[src/rtl/fetch_pred_reg.sv]
// -----------------------------------------------------------------------------
// fetch_pred_reg
//   Fetch-side F pipeline register for the Y86-64 pipeline. Holds the
//   predicted PC, computes the next prediction from the instruction fetched
//   this cycle (always-taken for jXX/call), honours the F-stage stall and
//   latches a fetch-stop state on halt / invalid icode / imem error. A stop
//   is cancelled by a mispredicted branch in M or a ret reaching W.
//
//   Optional feature macro: FETCH_PERF_EN (builds the saturating
//   performance counters; when undefined the perf outputs are tied to 0).
//
// Ports
//   clk_i            pipeline clock, rising edge
//   rst_i            synchronous active-high reset
//   f_icode_i        icode of the instruction fetched this cycle
//   f_valc_i         constant word of the fetched instruction
//   f_valp_i         address of the next sequential instruction
//   imem_error_i     fetch address out of range
//   f_stall_i        hold the F register
//   m_icode_i        icode in M stage
//   m_cnd_i          condition result in M stage
//   w_icode_i        icode in W stage
//   f_predpc_o       registered predicted PC
//   f_stop_o         registered fetch-stopped flag
//   perf_fetch_cnt_o instructions accepted
//   perf_stall_cnt_o stalled cycles
// -----------------------------------------------------------------------------
module fetch_pred_reg #(
  parameter logic [63:0] RESET_PC = 64'h0
) (
  input  logic        clk_i,
  input  logic        rst_i,
  input  logic [3:0]  f_icode_i,
  input  logic [63:0] f_valc_i,
  input  logic [63:0] f_valp_i,
  input  logic        imem_error_i,
  input  logic        f_stall_i,
  input  logic [3:0]  m_icode_i,
  input  logic        m_cnd_i,
  input  logic [3:0]  w_icode_i,
  output logic [63:0] f_predpc_o,
  output logic        f_stop_o,
  output logic [31:0] perf_fetch_cnt_o,
  output logic [31:0] perf_stall_cnt_o
);

  localparam logic [3:0] I_HALT = 4'h0;
  localparam logic [3:0] I_JXX  = 4'h7;
  localparam logic [3:0] I_CALL = 4'h8;
  localparam logic [3:0] I_RET  = 4'h9;
  localparam logic [3:0] I_MAX  = 4'hB;

  typedef enum logic [0:0] {
    ST_RUN  = 1'b0,
    ST_STOP = 1'b1
  } state_e;

  state_e      state_q, state_d;
  logic [63:0] pc_q, pc_d;
  logic [63:0] pred_s;
  logic        redirect_s;
  logic        stop_ev_s;

  // Prediction, redirect decode and stop-event detection.
  always_comb begin
    pred_s     = f_valp_i;
    redirect_s = 1'b0;
    stop_ev_s  = 1'b0;
    if ((f_icode_i == I_JXX) || (f_icode_i == I_CALL)) begin
      pred_s = f_valc_i;
    end else begin
      pred_s = f_valp_i;
    end
    redirect_s = ((m_icode_i == I_JXX) && !m_cnd_i) || (w_icode_i == I_RET);
    // A redirect squashes whatever was fetched this cycle, so it cannot stop.
    stop_ev_s  = !redirect_s &&
                 ((f_icode_i == I_HALT) || (f_icode_i > I_MAX) || imem_error_i);
  end

  // Next-state and next-PC: redirect beats stall, stall beats normal update.
  always_comb begin
    state_d = state_q;
    pc_d    = pc_q;
    if (redirect_s) begin
      pc_d    = pred_s;
      state_d = ST_RUN;
    end else if (f_stall_i) begin
      pc_d    = pc_q;
      state_d = state_q;
    end else begin
      case (state_q)
        ST_RUN: begin
          pc_d    = pred_s;
          state_d = stop_ev_s ? ST_STOP : ST_RUN;
        end
        ST_STOP: begin
          pc_d    = pc_q;
          state_d = ST_STOP;
        end
        default: begin
          pc_d    = pc_q;
          state_d = ST_RUN;
        end
      endcase
    end
  end

  // F register and fetch state.
  always_ff @(posedge clk_i) begin
    if (rst_i) begin
      pc_q    <= RESET_PC;
      state_q <= ST_RUN;
    end else begin
      pc_q    <= pc_d;
      state_q <= state_d;
    end
  end

  assign f_predpc_o = pc_q;
  assign f_stop_o   = (state_q == ST_STOP);

`ifdef FETCH_PERF_EN
  logic [31:0] fetch_cnt_q, fetch_cnt_d;
  logic [31:0] stall_cnt_q, stall_cnt_d;

  // Saturating counter increments.
  always_comb begin
    fetch_cnt_d = fetch_cnt_q;
    stall_cnt_d = stall_cnt_q;
    if ((state_q == ST_RUN) && !f_stall_i && (fetch_cnt_q != 32'hFFFF_FFFF)) begin
      fetch_cnt_d = fetch_cnt_q + 32'd1;
    end else begin
      fetch_cnt_d = fetch_cnt_q;
    end
    if (f_stall_i && (stall_cnt_q != 32'hFFFF_FFFF)) begin
      stall_cnt_d = stall_cnt_q + 32'd1;
    end else begin
      stall_cnt_d = stall_cnt_q;
    end
  end

  // Counter registers, cleared only by reset.
  always_ff @(posedge clk_i) begin
    if (rst_i) begin
      fetch_cnt_q <= 32'd0;
      stall_cnt_q <= 32'd0;
    end else begin
      fetch_cnt_q <= fetch_cnt_d;
      stall_cnt_q <= stall_cnt_d;
    end
  end

  assign perf_fetch_cnt_o = fetch_cnt_q;
  assign perf_stall_cnt_o = stall_cnt_q;
`else
  assign perf_fetch_cnt_o = 32'd0;
  assign perf_stall_cnt_o = 32'd0;
`endif

endmodule

[config.mk]
export PLATFORM = sky130hd
export DESIGN_NAME = fetch_pred_reg
export DESIGN_NICKNAME = d
export VERILOG_FILES = /design/src/rtl/fetch_pred_reg.sv
export SDC_FILE = /design/constraint.sdc
export NUM_CORES = 1
export LEC_CHECK = 0
export BUFFER_PORTS_ARGS = -buffer_cell sky130_fd_sc_hd__buf_2
export CAP_MARGIN = 25
export CORE_UTILIZATION = 46
export DETAILED_ROUTE_END_ITERATION = 12
export PLACE_DENSITY = 0.81
export REMOVE_ABC_BUFFERS = 1
export SLEW_MARGIN = 20
export SYNTH_ARGS = -nofsm -noshare
export SYNTH_HDL_FRONTEND = slang
export SYNTH_SLANG_ARGS = --single-unit
[constraint.sdc]
create_clock -name clk_i -period 1.6 [get_ports clk_i]
set_input_delay 0.32 -clock clk_i [delete_from_list [all_inputs] [get_ports clk_i]]
set_output_delay 0.32 -clock clk_i [all_outputs]
set_load 0.01 [all_outputs]
==> results of run 1 <==
-- stage by stage --
stage | setup TNS (ns) | area, sq um | instances
after global routing | 0 | 6520 | 982
after detailed placement | -0.0148 | 6230 | 966
final | 0 | 6520 | 982
after CTS | 0 | 6520 | 982
after floorplan | -164.80 | 4650 | 591
after global placement | 0 | 6230 | 966
-- area by class of cell --
cell class                 count  area (sq um)  share of cell area
clock buffer                  13           250              0.0384
clock inverter                 3          40.0             0.00614
inverter                     128           480              0.0737
multi-input combinational    398          2890               0.443
sequential                    65          1300               0.200
tap                          140           175              0.0269
timing repair buffer         235          1380               0.212
-- routing by layer --
layer | track usage | vias up | part of all wire
met5 | 0 | - | 0
met4 | 0.0792 | 0 | 0.013
met3 | 0.0404 | 21 | 0.074
met2 | 0.414 | 270 | 0.49
met1 | 0.303 | 2596 | 0.43
li1 | - | 2676 | -
-- power groups by stage --
stage	logic [mW]	clock network, mW	registers, mW
detailed placement	1.44	0	1.85
finish	1.45	1.92	1.82
floorplan	0.690	0	1.90
global route	1.59	2.05	1.83
global placement	1.41	0	1.85
CTS	1.44	1.96	1.82
-- critical path, cell delays in order, from the launching register on --
cell and delay (ns):
dfxtp_1 0.34, nor2_1 0.05, a211o_2 0.33, nand2b_2 0.13, buf_12 0.19, o22ai_1 0.12
-- state kept, by name, summed over array words and instances (netlist names) --
register / flops
f_predpc_o: 64
f_stop_o: 1
-- synth_stat cells, types with 2 or more instances --
cell,n,area share
o221a_2,47,0.10
buf_2,39,0.037
dfxtp_1,65,0.25
o22ai_1,128,0.15
inv_1,128,0.092
clkbuf_1,24,0.017
a221oi_1,59,0.099
a221oi_2,5,0.014
o221a_1,17,0.037
a21oi_1,2,0.0019
buf_1,6,0.0043
nor2_1,2,0.0014
nand2b_1,65,0.078
buf_4,65,0.094
-- cell usage in the layout (no fill, tap or decap) --
| cell type | count |
|---|---|
| inv_1 | 128 |
| o22ai_1 | 128 |
| clkinv_2 | 2 |
| and4bb_1 | 1 |
| o221a_2 | 47 |
| clkbuf_1 | 3 |
| a221oi_1 | 59 |
| a211o_2 | 1 |
| o21bai_4 | 1 |
| o221a_1 | 17 |
| or4_1 | 1 |
| nand2b_2 | 1 |
| a2111oi_2 | 1 |
| nor2_1 | 2 |
| nand3b_1 | 1 |
| a21oi_1 | 2 |
| buf_2 | 207 |
| dfxtp_1 | 65 |
| clkbuf_16 | 9 |
| buf_12 | 11 |
| nand2_1 | 1 |
| conb_1 | 64 |
| bufinv_16 | 1 |
| a221oi_2 | 5 |
| nor3b_4 | 1 |
| and4bb_2 | 1 |
| clkbuf_8 | 1 |
| nand2b_1 | 64 |
| buf_4 | 17 |
-- cells by family after synthesis --
| kind of cell | count (synthesis) | share of synthesized area |
|---|---|---|
| AOI/OAI and AO/OA | 261 | 0.414 |
| other | 1 | 0.000720 |
| DFF | 65 | 0.250 |
| buffers and inverters | 262 | 0.245 |
| and+or+nand+nor | 73 | 0.0904 |
-- worst paths after layout --
kind,from,end,slack (ns)
max,f_stop_o$_SDFFE_PP0N_,f_predpc_o[19]$_SDFFE_PP0P_,0.27
min,m_icode_i[0],f_stop_o$_SDFFE_PP0N_,0.22
max reg2reg,f_stop_o$_SDFFE_PP0N_,f_predpc_o[19]$_SDFFE_PP0P_,0.27
min reg2reg,f_predpc_o[25]$_SDFFE_PP0P_,f_predpc_o[25]$_SDFFE_PP0P_,0.48
==> flow_summary.yaml, run 1 <==
run_status:
  run_status: "finished, final reports clean"
global_route:
  gr-total-overflow: 0
  gr-usage-all-layers: 0.240
  grt_antenna_before_repair: 0
  grt_pass1_vias: 4913
  grt_start_max_net_pins: 50
  grt_pass1_wl_um: 22900
pwr:
  power_frac_clock: 0.370
  swShare: 0.297
  seq_power_share: 0.351
  power.total_mw: 5.19
  p_leak_nw: 3.26
  p_per_area_mw_per_mm2: 797
  power_switching_mw: 1.54
  ir_worst_vdd_uv: 492
  combPwrFrac: 0.280
  power.internal_mw: 3.65
worst_hold_path:
  holdPathStages: 2
  worst_hold_path_type: "input pin to flip-flop"
timing:
  hold_ws_ns: 0.216
  finalHoldViolCount: 0
  fmax_ghz: 0.752
  rsz0062_at_grt: "no"
  setup_viol: 0
  fin_crit_sh: 0.831
  skew_ns: 0.00431
  fin_ws_ns: 0.270
  fin_crit_ns: 1.33
  maxSlewViolCount: 0
detailed_routing:
  drtIter0Drc: 424
  firstDrtPassIters: 5
  post_drt_wl_per_cell_um: 14.9
  remaining_drc_errors: 0
  viasPerCell: 5.66
  wirelength_um: 14600
  vias: 5563
  detail-route-antenna-nets: 0
synth:
  synth_warnings: 0
  async_flop_share: 0
  yosys_most_used_dff: "dfxtp_1"
  postSynthAreaPerCell_sq_um: 7.86
  syn_inst: 662
  ys_seq_area_frac: 0.250
  ys_ff_latch: 65
  synth_area_sq_mm: 0.00521
  synth_edf_count: 0
  synth_cell_types: 24
setup_path:
  path_class: "flip-flop to flip-flop"
  worstPathArrival_ns: 1.50
  cp-start-kind: "flip-flop"
  worstRegToRegCells: 5
  crit_fanout: 30
  worstPathRequired_ns: 1.77
  critPathCaptureType: "flip-flop"
die:
  core-area_sq_mm: 0.0109
  fp-row-count: 38
  fp.dieW_um: 108
  start_util: 0.476
  die_h_um: 108
  io_pins: 274
  die-area_sq_mm: 0.0117
clock_network:
  cts_buffer_depth: 2
  h-tree-depth: 3
  ctsResizeCount: 0
  tritoncts.num_buffers: 9
  cts_tree: "yes"
  path_clk_slew_ns: 0.05
  cts_hold_buf: 0
  post_cts_buffers: 0
  cts_sinks: 65
  cts_root_buf: "clkbuf_16"
  clock_latency_ns: 0.32
placed_design:
  io_buffers: 209
  dp_hpwl_um: 10400
  pre_cts_slack_ns: -0.00923
  gp_congestion: 0.752
final_layout:
  final_core_util: 0.596
  insertedDiodeCount: 0
  nets: 982
  fill_cells: 976
  final_layout_size_suffix_gt1_frac: 0.363
  syn_to_final_growth_pct: 25.2
run:
  maxCapViolations: 0
No activity file was read; power rests on OpenSTA's default activity.
==> run 2, diff against run 1 <==
==> constraint.sdc (replaced) <==
create_clock -name clk_i -period 1.3 [get_ports clk_i]
set_input_delay 0.26 -clock clk_i [delete_from_list [all_inputs] [get_ports clk_i]]
set_output_delay 0.26 -clock clk_i [all_outputs]
set_load 0.01 [all_outputs]
==> flow_summary.yaml, run 2 (same netlist as run 1, synthesis figures left out) <==
run_status:
  run_status: "finished, final reports clean"
pwr:
  seq_power_share: 0.315
  p_per_area_mw_per_mm2: 1040
  ir_worst_vdd_uv: 728
  power_frac_clock: 0.414
  p_leak_nw: 3.42
  swShare: 0.286
  power.internal_mw: 5.07
  power.total_mw: 7.10
  combPwrFrac: 0.271
  power_switching_mw: 2.03
timing:
  finalHoldViolCount: 0
  skew_ns: 0.00587
  hold_ws_ns: 0.142
  fin_crit_sh: 0.972
  fin_crit_ns: 1.26
  setup_viol: 0
  finalSetupTns_ns: 0
  maxSlewViolCount: 0
  rsz0062_at_grt: "yes"
  fmax_ghz: 0.791
placed_design:
  gp_congestion: 0.743
  dp_hpwl_um: 10800
  dpl_cell_area_sq_mm: 0.00628
  io_buffers: 209
  placed_cells: 975
clock_network:
  cts_tree: "yes"
  cts_hold_buf: 0
  h-tree-depth: 3
  tritoncts.num_buffers: 9
  ctsResizeCount: 0
  clock_latency_ns: 0.32
  path_clk_slew_ns: 0.06
  cts_buffer_depth: 2
  post_cts_buffers: 0
  cts_sinks: 65
  cts_root_buf: "clkbuf_16"
detailed_routing:
  drtIter0Drc: 648
  wirelength_um: 16000
  firstDrtPassIters: 6
  remaining_drc_errors: 0
  detail-route-antenna-nets: 0
  viasPerCell: 5.71
  post_drt_wl_per_cell_um: 16.0
  vias: 5701
final_layout:
  final_layout_size_suffix_gt1_frac: 0.388
  largest_register_ff_count: 64
  final_cell_mix: "buf_2, inv_1, o22ai_1"
  final_area_sq_mm: 0.00685
  nets: 998
  fin_cells: 998
  syn_to_final_growth_pct: 31.5
  mostFrequentLayoutCell: "buf_2"
  insertedDiodeCount: 0
global_route:
  gr-usage-all-layers: 0.243
  grt_start_max_net_pins: 63
  grt_pass1_wl_um: 23100
  grt_antenna_before_repair: 0
  gr-total-overflow: 0
  grt_pass1_vias: 4818
die:
  core-area_sq_mm: 0.0109
  io_pins: 274
  start_util: 0.476
  fp-row-count: 38
  fp.dieW_um: 108
  die-area_sq_mm: 0.0117
  die_h_um: 108
setup_path:
  critPathCaptureType: "flip-flop"
  path_class: "flip-flop to flip-flop"
  r2r_end: "f_predpc_o[11]$_SDFFE_PP0P_"
  r2r_slack_ns: 0.04
  crit_start: "f_stop_o$_SDFFE_PP0N_"
  cp-start-kind: "flip-flop"
  crit_fanout: 7
  worstPathArrival_ns: 1.46
  crit_path_end: "f_predpc_o[11]$_SDFFE_PP0P_"
  worstRegToRegCells: 5
  r2r-start: "f_stop_o$_SDFFE_PP0N_"
  worstPathRequired_ns: 1.49
worst_hold_path:
  worst_hold_path_type: "input pin to flip-flop"
run:
  maxCapViolations: 0
[run 2: changes by cell type in the layout (fill, tap and decap cells not counted), sizes merged]
cell,delta
clkbuf,+3
clkinv,-2
clkinvlp,+1
buf,+11
bufinv,+2
nand2b,+1
[run 2: area by class of cell]
class                   instances  area [sq um]
fillers                       970          4090
multi-input cells             399          2940
repair buffers                250          1580
flip-flops and latches         65          1300
inverters                     128           480
clock buffers                  12           267
well taps                     140           175
clock inverters                 4          97.6
[run 2: worst max-delay path, cell delays in order, from the launching register on]
cell	delay (ns)
dfxtp_2	0.33
nor2_2	0.04
a211o_4	0.30
nand2b_2	0.20
buf_6	0.18
o22ai_1	0.09
[run 2: routing by layer]
metal  wire length [um]  part of all wire  global-route usage
met1               6940              0.43               0.319
met4                199             0.012              0.0695
met5                  0                 0                   0
met3               1290             0.081              0.0452
met2               7560              0.47               0.403
[run 2: power groups by stage]
| stage | Sequential (mW) | Combinational (mW) | Clock (mW) |
|---|---|---|---|
| 6_report | 2.24 | 1.92 | 2.94 |
| 5_1_grt | 2.25 | 2.09 | 3.08 |
| 4_1_cts | 2.23 | 1.80 | 2.98 |
| 3_5_place_dp | 2.27 | 1.80 | 0 |
| 3_3_place_gp | 2.28 | 1.75 | 0 |
| 2_1_floorplan | 2.33 | 0.849 | 0 |
[run 2: metrics by stage]
step,util,setup slack [ns]
finish,0.626,0.0363
CTS,0.608,0.00977
global placement,0.574,-0.280
floorplan,-,-2.92
detailed placement,0.574,-0.323
global route,0.626,-0.0218
[run 2: worst min path at each step]
stage	startpoint	to	slack [ns]	cells after the start
CTS	m_icode_i[0]	f_stop_o$_SDFFE_PP0N_	0.13	2
finish	m_icode_i[0]	f_stop_o$_SDFFE_PP0N_	0.14	2
global route	m_icode_i[0]	f_stop_o$_SDFFE_PP0N_	0.13	2
floorplan	rst_i	f_stop_o$_SDFFE_PP0N_	0.33	1
detailed placement	f_predpc_o[55]$_SDFFE_PP0P_	f_predpc_o[55]$_SDFFE_PP0P_	0.47	2
global placement	f_predpc_o[46]$_SDFFE_PP0P_	f_predpc_o[46]$_SDFFE_PP0P_	0.47	2
